<file path="src/rtl/rotor_ftob_step_pipe_pkg.sv">
// Shared types, constants and rotor difference tables for the forward rotor path.
package rotor_ftob_step_pipe_pkg;

  localparam int ALPHA_SIZE     = 64;
  localparam int SYM_W          = 6;
  localparam int NOTCH0_DEFAULT = 16;
  localparam int NOTCH1_DEFAULT = 4;

  // Test-table differences: every entry of rotor k adds k+1.
  localparam logic [SYM_W-1:0] TEST_DIFF0 = 6'd1;
  localparam logic [SYM_W-1:0] TEST_DIFF1 = 6'd2;
  localparam logic [SYM_W-1:0] TEST_DIFF2 = 6'd3;

  typedef logic [SYM_W-1:0] sym_t;

  // Position snapshot that travels with each symbol.
  typedef struct packed {
    sym_t p0;
    sym_t p1;
    sym_t p2;
  } snap_t;

  // Difference table lookup DIFFk[idx]. Production wiring is W(x) = a*(x^m)+b,
  // a bijection because a is odd, stored as the difference W(x)-x so the
  // forward map in + DIFF[in+pos] stays a permutation for every position.
  function automatic sym_t diff_entry(input int rotor, input logic test_tables,
                                      input sym_t idx);
    sym_t d;
    case (rotor)
      0:       d = test_tables ? TEST_DIFF0 : ((idx ^ 6'h2A) * 6'd5  + 6'd17) - idx;
      1:       d = test_tables ? TEST_DIFF1 : ((idx ^ 6'h15) * 6'd11 + 6'd42) - idx;
      default: d = test_tables ? TEST_DIFF2 : ((idx ^ 6'h33) * 6'd19 + 6'd7)  - idx;
    endcase
    return d;
  endfunction

endpackage

</file>
<file path="src/rtl/rotor_ftob_step_pipe_if.sv">
// Symbol stream interface: input side and output side valid/ready handshakes.
interface rotor_ftob_step_pipe_if;
  import rotor_ftob_step_pipe_pkg::*;

  logic in_valid;
  logic in_ready;
  sym_t data_in;
  logic out_valid;
  logic out_ready;
  sym_t data_out;

  modport master (
    output in_valid, data_in, out_ready,
    input  in_ready, out_valid, data_out
  );

  modport slave (
    input  in_valid, data_in, out_ready,
    output in_ready, out_valid, data_out
  );
endinterface

</file>
<file path="src/rtl/rotor_ftob_step_pipe_rotor_fwd_stage.sv">
// One forward rotor: combinational map using this symbol's own snapshot
// position, followed by the stage's valid, symbol and snapshot registers.
module rotor_fwd_stage
  import rotor_ftob_step_pipe_pkg::*;
#(
  parameter int ROTOR      = 0,
  parameter int WIRING_SEL = 0
) (
  input  logic  clk,
  input  logic  rst_n,
  input  logic  en,
  input  logic  src_vld,
  input  sym_t  src_sym,
  input  snap_t src_snap,
  output logic  vld,
  output sym_t  sym,
  output snap_t snap
);

  sym_t pos;
  sym_t idx;
  sym_t mapped;

  // Forward map: out = in + DIFFk[(in + posk) mod 64].
  always_comb begin
    if (ROTOR == 0)      pos = src_snap.p0;
    else if (ROTOR == 1) pos = src_snap.p1;
    else                 pos = src_snap.p2;
    idx    = src_sym + pos;
    mapped = src_sym + diff_entry(ROTOR, WIRING_SEL != 0, idx);
  end

  // Stage registers advance together with the rest of the pipe.
  always_ff @(posedge clk or negedge rst_n) begin
    if (!rst_n) begin
      vld  <= 1'b0;
      sym  <= '0;
      snap <= '0;
    end else if (en) begin
      vld  <= src_vld;
      sym  <= mapped;
      snap <= src_snap;
    end
  end

endmodule

</file>
<file path="src/rtl/rotor_ftob_step_pipe.sv">
// Forward rotor path (rotor0 -> rotor1 -> rotor2) with odometer stepping,
// position ownership and a three-stage valid/ready pipeline.
module rotor_ftob_step_pipe
  import rotor_ftob_step_pipe_pkg::*;
#(
  parameter int NOTCH0     = NOTCH0_DEFAULT,
  parameter int NOTCH1     = NOTCH1_DEFAULT,
  parameter int WIRING_SEL = 0
) (
  input  logic clk,
  input  logic rst_n,
  input  logic load_pos,
  input  sym_t r0_init,
  input  sym_t r1_init,
  input  sym_t r2_init,
  rotor_ftob_step_pipe_if.slave bus,
  output sym_t r0_position,
  output sym_t r1_position,
  output sym_t r2_position
);

  logic  adv;
  logic  accept;
  logic  c1;
  logic  c2;
  sym_t  p0n;
  sym_t  p1n;
  sym_t  p2n;
  snap_t snap_acc;

  logic  vld_p0, vld_p1, vld_p2;
  sym_t  sym_p0, sym_p1, sym_p2;
  snap_t snap_p0, snap_p1, snap_unused_p2;

  // A single advance enable keeps the three stages in lockstep; a stalled
  // output freezes the whole pipe, which also blocks new input.
  assign adv          = ~vld_p2 | bus.out_ready;
  assign bus.in_ready = adv & ~load_pos;
  assign accept       = bus.in_valid & adv & ~load_pos;

  // Odometer step: rotor1 carries only when rotor0 leaves its notch, rotor2
  // only when that carry meets rotor1 at its notch (no double-step).
  assign c1  = (r0_position == NOTCH0[SYM_W-1:0]);
  assign c2  = c1 & (r1_position == NOTCH1[SYM_W-1:0]);
  assign p0n = r0_position + 6'd1;
  assign p1n = r1_position + {5'd0, c1};
  assign p2n = r2_position + {5'd0, c2};

  // The accepted symbol is enciphered with the already-stepped positions.
  assign snap_acc = '{p0: p0n, p1: p1n, p2: p2n};

  // Position registers: load wins (it also blocks accept), else step on accept.
  always_ff @(posedge clk or negedge rst_n) begin
    if (!rst_n) begin
      r0_position <= '0;
      r1_position <= '0;
      r2_position <= '0;
    end else if (load_pos) begin
      r0_position <= r0_init;
      r1_position <= r1_init;
      r2_position <= r2_init;
    end else if (accept) begin
      r0_position <= p0n;
      r1_position <= p1n;
      r2_position <= p2n;
    end
  end

  // ---- stage 1: rotor0 ----
  rotor_fwd_stage #(.ROTOR(0), .WIRING_SEL(WIRING_SEL)) u_rotor0 (
    .clk      (clk),
    .rst_n    (rst_n),
    .en       (adv),
    .src_vld  (accept),
    .src_sym  (bus.data_in),
    .src_snap (snap_acc),
    .vld      (vld_p0),
    .sym      (sym_p0),
    .snap     (snap_p0)
  );

  // ---- stage 2: rotor1 ----
  rotor_fwd_stage #(.ROTOR(1), .WIRING_SEL(WIRING_SEL)) u_rotor1 (
    .clk      (clk),
    .rst_n    (rst_n),
    .en       (adv),
    .src_vld  (vld_p0),
    .src_sym  (sym_p0),
    .src_snap (snap_p0),
    .vld      (vld_p1),
    .sym      (sym_p1),
    .snap     (snap_p1)
  );

  // ---- stage 3: rotor2, feeds the reflector ----
  rotor_fwd_stage #(.ROTOR(2), .WIRING_SEL(WIRING_SEL)) u_rotor2 (
    .clk      (clk),
    .rst_n    (rst_n),
    .en       (adv),
    .src_vld  (vld_p1),
    .src_sym  (sym_p1),
    .src_snap (snap_p1),
    .vld      (vld_p2),
    .sym      (sym_p2),
    .snap     (snap_unused_p2)
  );

  assign bus.out_valid = vld_p2;
  assign bus.data_out  = sym_p2;

endmodule

</file>
<file path="src/flat_wrapper.sv">
// flat-port wrapper written by rule: the top's interface ports become plain ports
module rotor_ftob_step_pipe_flat import rotor_ftob_step_pipe_pkg::*;
#(
  parameter int NOTCH0     = NOTCH0_DEFAULT,
  parameter int NOTCH1     = NOTCH1_DEFAULT,
  parameter int WIRING_SEL = 0
)
  (clk, rst_n, load_pos, r0_init, r1_init, r2_init, r0_position, r1_position, r2_position, bus_in_valid, bus_data_in, bus_out_ready, bus_in_ready, bus_out_valid, bus_data_out);
  rotor_ftob_step_pipe_if bus_i ();
  input  logic clk;
  input  logic rst_n;
  input  logic load_pos;
  input  sym_t r0_init;
  input  sym_t r1_init;
  input  sym_t r2_init;
  output sym_t r0_position;
  output sym_t r1_position;
  output sym_t r2_position;
  input wire logic [$bits(bus_i.in_valid)-1:0] bus_in_valid;
  input wire logic [$bits(bus_i.data_in)-1:0] bus_data_in;
  input wire logic [$bits(bus_i.out_ready)-1:0] bus_out_ready;
  output wire logic [$bits(bus_i.in_ready)-1:0] bus_in_ready;
  output wire logic [$bits(bus_i.out_valid)-1:0] bus_out_valid;
  output wire logic [$bits(bus_i.data_out)-1:0] bus_data_out;
  assign bus_i.in_valid = bus_in_valid;
  assign bus_i.data_in = bus_data_in;
  assign bus_i.out_ready = bus_out_ready;
  assign bus_in_ready = bus_i.in_ready;
  assign bus_out_valid = bus_i.out_valid;
  assign bus_data_out = bus_i.data_out;
  rotor_ftob_step_pipe #(.NOTCH0(NOTCH0), .NOTCH1(NOTCH1), .WIRING_SEL(WIRING_SEL)) u_core (.clk(clk), .rst_n(rst_n), .load_pos(load_pos), .r0_init(r0_init), .r1_init(r1_init), .r2_init(r2_init), .bus(bus_i), .r0_position(r0_position), .r1_position(r1_position), .r2_position(r2_position));
endmodule
</file>
<file path="config.mk">
export PLATFORM = sky130hd
export DESIGN_NAME = rotor_ftob_step_pipe_flat
export DESIGN_NICKNAME = d
export VERILOG_FILES = /design/src/rtl/rotor_ftob_step_pipe_pkg.sv /design/src/rtl/rotor_ftob_step_pipe_if.sv /design/src/rtl/rotor_ftob_step_pipe_rotor_fwd_stage.sv /design/src/rtl/rotor_ftob_step_pipe.sv /design/src/flat_wrapper.sv
export SDC_FILE = /design/constraint.sdc
export NUM_CORES = 1
export LEC_CHECK = 0
export ABC_AREA = 1
export BUFFER_PORTS_ARGS = -buffer_cell sky130_fd_sc_hd__buf_2
export CORE_UTILIZATION = 40
export CTS_CLUSTER_SIZE = 16
export DETAILED_ROUTE_END_ITERATION = 8
export SYNTH_ARGS = -nofsm -noshare
export SYNTH_HDL_FRONTEND = slang
export SYNTH_HIERARCHICAL = 1
export SYNTH_SLANG_ARGS = --single-unit
</file>
<file path="constraint.sdc">
create_clock -name clk -period 5.1 [get_ports clk]
set_input_delay 1.02 -clock clk [delete_from_list [all_inputs] [get_ports clk]]
set_output_delay 1.02 -clock clk [all_outputs]
set_load 0.02 [all_outputs]
</file>
==> out/qor.yml <==
outcome:
  outcome: "finished clean"
clock_network:
  clock_latency_ps: 310
  path_clk_slew_ps: 100
  htreeDepth: 2
  clock-sinks: 52
  cts_tree: "yes"
  hold_buffers: 0
  cts_made_buffers: 5
  cts_resized: 0
  post_cts_buffers: 0
  clock_path_buffers: 2
  cts_root_buf: "clkbuf_8"
global_route:
  grt_pass1_wl_mm: 15.55
  antenna_found_initial: 0
  grt_pass1_vias: 3513
  grt_overflow: 0
  grt_max_degree: 53
  gr-usage-all-layers_pct: 17.02
finish:
  final_cell_mix: "nand2_1 (227), inv_1 (84), buf_2 (54), dfrtp_1 (52), nand3_1 (43)"
  layout.cells.most_common: "nand2_1"
  fin_nets: 711
  drive_gt1_share_pct: 13.57
  antennaDiodeCount: 0
  syn2layout_area_growth_pct: 9.965
floorplanning:
  dieArea_sq_um: 11280
  coreArea_sq_um: 10420
  chipHeight_um: 106.2
  die_w_um: 106.2
  rows: 37
  io_pins: 55
  start_util_pct: 41.71
setup_path:
  r2r_end: "u_core/u_rotor1/sym[5]"
  cpMostUsedCell: "nand2_1"
  critPathKind: "in2reg"
  cp.required_ps: 5300
  rr_worst_depth: 22
  cp_max_fo: 3
  crit_path_end_kind: "register"
  crit_chain: "buf_2 -> ha_1 -> fa_1 -> nand3_1 -> nand3_1 -> and2_1 -> ha_1 -> fa_1 -> inv_1 -> fa_1 -> inv_1 -> ha_1 -> nand2_1 -> nand2_1 -> nor2_1 -> nand4_1 -> nand2_1 -> nand2_1 -> nand3_1 -> nand2_1"
  cpPeakStageDelay_ps: 530
  crit_arrival_ps: 4620
  start_kind: "input port"
  r2r-start: "u_core/u_rotor0/sym[0]"
  startpoint: "bus_data_in[0]"
  critPathCapture: "u_core/u_rotor0/sym[5]"
  regToRegSetupSlack_ps: 690
  cp_slowest_cell: "fa_1"
detailed_routing:
  drt-pass1-iter-count: 4
  drc: 0
  antenna_left: 0
  drt_iter0_drc: 81
  vias: 3505
  viasPerCell: 4.642
  wirelength_mm: 8.651
  routedWlPerCell_um: 11.46
timing:
  clock_skew_ps: 12.18
  rsz0062_at_grt: "false"
  fmax_mhz: 226.4
  finalSetupTns_ps: 0
  tightest_slew_ps: 702.2
  relSlewSlack_pct: 53.02
  layout_setup_ws_ps: 682.2
  min_period_over_period_pct: 86.62
  finalSetupViolations: 0
  fin_crit_ps: 4418
  hold_viol_final: 0
  drv_slew: 0
placed_design:
  globalplace.congestion: 0.8291
  pre_cts_ws_ps: 365.4
  place_hpwl_mm: 6.911
  port_buffers: 54
yosys:
  ys_warn_count: 6
  synth.cell_area_sq_um: 4344
  syn_area_per_cell_sq_um: 7.529
  synthCells: 577
  syn-num-nets: 670
run:
  maxCapViolCount: 0
worst_hold_path:
  hp-class: "reg2reg"
## per-layer routing
| layer | part of all wire [%] | up-vias | track usage [%] |
|---|---|---|---|
| li1 | - | 1824 | - |
| met1 | 49 | 1626 | 21.54 |
| met2 | 47 | 49 | 30.43 |
| met3 | 3.2 | 6 | 2.882 |
| met4 | 0.81 | 0 | 3.373 |
| met5 | 0 | - | 0 |
## worst max-delay path: cells and delay by family
kind                       cells  cell delay (ps)
buffers and inverters          3              210
adders and majority gates      6             2280
and+or+nand+nor               11             1090
## layout make-up
cell class | count | area, sq um
well taps | 136 | 170.2
inverters | 92 | 350.3
repair buffers | 55 | 277.8
fillers | 1090 | 5639
multi-input cells | 412 | 2577
clock buffers | 6 | 82.58
clock inverters | 2 | 17.52
flip-flops and latches | 52 | 1301
## through the flow
step	hold slack, ps	std cells	util, %	cell area [sq um]
finish	478.6	755	45.86	4777
global route	502.6	755	45.86	4777
CTS	473.6	755	45.86	4777
detailed placement	458.7	747	44.90	4677
global placement	453.6	747	44.90	4677
floorplan	442.2	577	-	4344
## sequential cells by signal (all words and copies together), names as in the netlist
name	flops
u_core/u_rotor1/snap	4
u_core/u_rotor1/vld	1
u_core/r2_position	6
u_core/u_rotor0/sym	6
u_core/r1_position	6
u_core/u_rotor0/snap	9
u_core/u_rotor2/vld	1
u_core/u_rotor0/vld	1
u_core/u_rotor2/sym	6
u_core/u_rotor1/sym	6
u_core/r0_position	6
## worst min path at each step
stage,start,end,slack [ps],depth (start not counted)
after global placement,u_core/u_rotor0/snap[0],u_core/u_rotor0/snap[0],450,2
after CTS,u_core/u_rotor0/snap[0],u_core/u_rotor1/snap[0],470,2
after global routing,u_core/u_rotor0/snap[3],u_core/u_rotor0/snap[3],500,2
final,u_core/u_rotor0/snap[0],u_core/u_rotor1/snap[0],480,2
after floorplan,u_core/u_rotor0/snap[0],u_core/u_rotor0/snap[0],440,2
after detailed placement,u_core/u_rotor1/vld,u_core/u_rotor1/vld,460,2
Power is left out: the tool's default activity adds up to more than one toggle a clock period on the data nets, which glitch-free logic cannot reach.
